## src/rtl/seq_divider.sv

```systemverilog
// Sequential restoring divider: N-bit dividend by D-bit divisor, one quotient bit per clock.
// Start/busy/done handshake with a divide-by-zero flag; results hold until the next accepted start.
module seq_divider #(
    parameter int N = 8,
    parameter int D = 4
) (
    input  logic         i_clk,
    input  logic         i_rst,
    input  logic         i_start,
    input  logic [N-1:0] i_dividend,
    input  logic [D-1:0] i_divisor,
    output logic         o_busy,
    output logic         o_done,
    output logic [N-1:0] o_quotient,
    output logic [D-1:0] o_remainder,
    output logic         o_div_by_zero
);

    localparam int CW = $clog2(N);

    typedef enum logic [1:0] {IDLE, RUN, DONE} state_t;

    state_t         r_state;
    logic [N-1:0]   r_dividend;
    logic [D-1:0]   r_divisor;
    logic [D:0]     r_rem;
    logic [N-1:0]   r_quo;
    logic [CW-1:0]  r_count;
    logic           r_busy;
    logic           r_done;
    logic           r_dbz;
    logic [N-1:0]   r_quotient;
    logic [D-1:0]   r_remainder;

    logic [D:0]     w_shift;
    logic [D:0]     w_diff;
    logic [D:0]     w_rem_next;
    logic           w_ge;
    logic [N-1:0]   w_quo_next;

    // One restoring step; the extra remainder bit keeps the compare from overflowing.
    assign w_shift    = {r_rem[D-1:0], r_dividend[r_count]};
    assign w_ge       = (w_shift >= {1'b0, r_divisor});
    assign w_diff     = w_shift - {1'b0, r_divisor};
    assign w_rem_next = w_ge ? w_diff : w_shift;
    assign w_quo_next = {r_quo[N-2:0], w_ge};

    always_ff @(posedge i_clk or posedge i_rst) begin
        if (i_rst) begin
            r_state     <= IDLE;
            r_dividend  <= '0;
            r_divisor   <= '0;
            r_rem       <= '0;
            r_quo       <= '0;
            r_count     <= '0;
            r_busy      <= 1'b0;
            r_done      <= 1'b0;
            r_dbz       <= 1'b0;
            r_quotient  <= '0;
            r_remainder <= '0;
        end else begin
            r_done <= 1'b0;
            case (r_state)
                IDLE, DONE: begin
                    if (i_start) begin
                        r_dividend <= i_dividend;
                        r_divisor  <= i_divisor;
                        r_rem      <= '0;
                        r_quo      <= '0;
                        r_dbz      <= 1'b0;
                        if (i_divisor == '0) begin
                            r_state     <= DONE;
                            r_done      <= 1'b1;
                            r_quotient  <= '1;
                            r_remainder <= '0;
                            r_dbz       <= 1'b1;
                        end else begin
                            r_count <= CW'(N - 1);
                            r_busy  <= 1'b1;
                            r_state <= RUN;
                        end
                    end else if (r_state == DONE) begin
                        r_state <= IDLE;
                    end
                end
                RUN: begin
                    r_rem <= w_rem_next;
                    r_quo <= w_quo_next;
                    // Last bit: publish results on the same edge that enters DONE.
                    if (r_count == '0) begin
                        r_state     <= DONE;
                        r_busy      <= 1'b0;
                        r_done      <= 1'b1;
                        r_quotient  <= w_quo_next;
                        r_remainder <= w_rem_next[D-1:0];
                    end else begin
                        r_count <= r_count - 1'b1;
                    end
                end
                default: r_state <= IDLE;
            endcase
        end
    end

    assign o_busy        = r_busy;
    assign o_done        = r_done;
    assign o_quotient    = r_quotient;
    assign o_remainder   = r_remainder;
    assign o_div_by_zero = r_dbz;

endmodule

```

## config.mk

```make
export PLATFORM = sky130hd
export DESIGN_NAME = seq_divider
export DESIGN_NICKNAME = d
export VERILOG_FILES = /design/src/rtl/seq_divider.sv
export SDC_FILE = /design/constraint.sdc
export NUM_CORES = 1
export LEC_CHECK = 0
export ABC_CLOCK_PERIOD_IN_PS = 2590
export CAP_MARGIN = 40
export CORE_MARGIN = 8
export CORE_UTILIZATION = 29
export DETAILED_ROUTE_END_ITERATION = 6
export GPL_ROUTABILITY_DRIVEN = 1
export HOLD_SLACK_MARGIN = 0.1
export MAX_ROUTING_LAYER = met4
export PLACE_DENSITY = 0.47
export REMOVE_ABC_BUFFERS = 1
export SYNTH_ARGS = -nofsm -noshare
export SYNTH_HDL_FRONTEND = slang
export SYNTH_SLANG_ARGS = --single-unit
export TNS_END_PERCENT = 50
```

## constraint.sdc

```tcl
create_clock -name i_clk -period 2.59 [get_ports i_clk]
set_clock_uncertainty 0.2 [all_clocks]
set_input_delay 0.259 -clock i_clk [delete_from_list [all_inputs] [get_ports i_clk]]
set_output_delay 0.259 -clock i_clk [all_outputs]
set_load 0.03 [all_outputs]
```

==> metrics, run 1 <==
run status=completed; first-pass detailed-route iteration total=4; Starting DRT DRC Count=76; FP Rows=29; Worst Hold Class=input port to asynchronous set/reset pin; Wirelength per Cell=14.8 um; Reg power frac=a little under a third; sequential cell area fraction in the yosys report=a little under three fifths; predominant post-synthesis flop cell=dfrtp_1; hold bufs inserted after CTS=0; Die Ht=97.3 um; Worst Max-Slew Pin Slew=~0.54 ns; # setup viols final=0; layout cells sized above 1=19.5%; antenna violations before repair=0; die width=97.3 um; clock buffer depth=2; Initial Util=30.0%; WS Path Type=flip-flop to flip-flop; TritonCTS buffer count=5; Post-synth EDFFs=0; element type at the critical path end=flip-flop; pwr dens=1490 mW/mm2; Slew Viols, Final=0; Fillers=between 600 and 700; Distinct cells, synth=35; RD Place Congestion=0.747; Sw Ratio=approximately two fifths; TritonCTS clock tree=done; R2R cell count=8; most frequent cells in the layout=dfrtp_1 (42), nand2_1 (30), clkdlybuf4s50_1 (29), buf_4 (12); core area=0.00639 mm2; vias in the first global route=1475; LEAKAGE=1.11 nW; Mapped Avg Cell Area=11.5 um2; sw power=around 1.5 mW; P_int=around 2.3 mW; wirelength, routed=4.23 mm; DP Worst Slack=-0.0588 ns; worst setup margin=0.0445 ns; max cap viols=0; detailed-route via count=1356; first-pass GRT wire length=approximately 7.3 mm; antenna-violating nets left=0; H-Tree Depth=2; die area=between 0.009 and 0.01 mm2; DP HPWL=3.08 mm; Remaining DRCs=0; crit start category=flip-flop; grt ovf=0; crit path time final=2.55 ns; Clock Latency Late Sink=0.29 ns; placed cell areas=0.00236 mm2; Final #Nets=231; RSZ-0062 raised after global routing=true; Cells after Synth=167; Worst slew margin=a little under two thirds; clk sinks=43; final core occ=39.5%; CP max FO=4; ANT cells=0; IO Pins=30; routed vias/inst=4.72; Worst VDD drop=0.000488 V; Cell Area, Synth=0.00192 mm2; largest net degree at the start of global routing=between 40 and 50; Layout area overhead=31.4%; Comb pwr share=54.1%; Ys Warns=0; FFs w/ async S/R, synth=100%; root buf cell=clkbuf_8; IO buf count=29; cell area after layout=0.00252 mm2; Max Fclk=393 MHz; period utilization=98.3%; CP required=2.62 ns; commonest non-fill, non-tap cell in the layout=dfrtp_1; Final Hold Vio Count=0; #FFs+latches synth=43; Clock Pin Slew Worst Setup and Hold Paths=approximately 0.080 ns; Clk pwr share=between 10% and 20%; overall global routing resource usage=9.49%; crit path DAT=between 2 and 3 ns
[area by class of cell]
type	count	area, um2	share of cell area [%]
clock buffers	5	68.8	2.73
clock inverters	3	43.8	1.74
inverters	10	37.5	1.49
multi-input cells	108	817	32.4
flip-flops and latches	43	1080	42.7
well taps	77	96.3	3.82
repair buffers	41	380	15.1
[synth_stat cells, types with 2 or more instances]
library cell | n | area share [%]
mux4_1 | 2 | 2.7
o21ai_1 | 5 | 1.3
o21ai_0 | 5 | 1.3
nand2b_1 | 4 | 1.3
a21oi_2 | 2 | 0.91
ha_1 | 6 | 3.9
a22o_1 | 2 | 0.91
inv_1 | 9 | 1.8
nor2_1 | 5 | 0.98
nor2b_1 | 3 | 0.98
mux2i_1 | 3 | 1.6
nand2_1 | 30 | 5.9
clkbuf_1 | 5 | 0.98
a21oi_1 | 9 | 2.3
dfrtp_1 | 43 | 56
o22a_1 | 7 | 3.2
mux2_2 | 9 | 5.3
[worst max-delay path, cell delays in order, from the launching register on]
cell and delay [ns]:
dfrtp_2 0.41, mux4_2 0.53, mux2i_4 0.22, ha_4 0.25, nor2b_4 0.12, o21ai_4 0.07
a21boi_4 0.25, mux2i_2 0.27, a22o_1 0.16
[path summary, 6_finish.rpt]
| check | startpoint | end | slack [ns] |
|---|---|---|---|
| max in group asynchronous | i_rst | r_count[0] | 1.60 |
| hold / removal | i_rst | r_dividend[7] | 0.20 |
| hold reg to reg | r_rem[3] | r_rem[3] | 0.28 |
| setup / recovery | r_count[0] | o_remainder[0] | 0.04 |
| setup reg to reg | r_count[0] | o_remainder[0] | 0.04 |
| min in group i_clk | r_rem[3] | r_rem[3] | 0.28 |
[timing repair]
| item | CTS | global route |
|---|---|---|
| setup endpoints to repair | 7 | 9 |
| hold endpoints to repair | 0 | 0 |
| buffers inserted | 1 | 0 |
| pin swaps | 1 | 4 |
| gates resized for setup | 3 | 7 |
[per-stage QoR]
stage	total power [mW]	TNS (ns)	hold WS (ns)	instances
floorplan	2.42	0	0.176	161
global route	4.05	-0.414	0.275	287
global placement	2.98	-0.00332	0.273	278
finish	3.74	0	0.200	287
CTS	3.62	0	0.212	287
detailed placement	3.03	-0.259	0.272	278
[metal layers]
| metal | routed length [um] | GRT usage, % |
|---|---|---|
| met2 | 2040 | 14.7 |
| met5 | 0 | - |
| met1 | 2030 | 11.5 |
| met3 | 138 | 2.92 |
| met4 | 24 | 3.15 |
[registers in the layout, indices dropped and copies added, names as in the netlist, 2 cells and up]
register	count
o_quotient	8
o_remainder	4
r_count	3
r_dividend	8
r_divisor	4
r_quo	7
r_rem	4
r_state	2
[kinds of logic after synthesis]
kind of cell	Yosys count	share of synthesized area (%)
AO/OA/AOI/OAI	37	13.5
XOR/XNOR	1	0.457
adder cells (fa/ha/maj)	7	4.96
buffers and inverters	16	3.20
flip-flops	43	56.1
multiplexers	16	10.9
AND/OR/NAND/NOR	47	10.9
[power by group through the flow]
stage	registers, mW	clock network (mW)	logic (mW)
3_3_place_gp	1.19	0	1.79
5_1_grt	1.24	0.578	2.23
3_5_place_dp	1.20	0	1.83
2_1_floorplan	1.35	0	1.06
6_report	1.19	0.526	2.03
4_1_cts	1.19	0.550	1.87
(Power assumes the default switching activity.)
==> run 2: changes to the inputs <==
--- a/config.mk
+++ b/config.mk
@@ -6,7 +6,7 @@
 export NUM_CORES = 1
 export LEC_CHECK = 0
 export ABC_CLOCK_PERIOD_IN_PS = 2590
-export CAP_MARGIN = 40
+export CAP_MARGIN = 30
 export CORE_MARGIN = 8
 export CORE_UTILIZATION = 29
 export DETAILED_ROUTE_END_ITERATION = 6
==> results of run 2 <==
The final DEF is identical to that of run 1; final timing and power are the same.
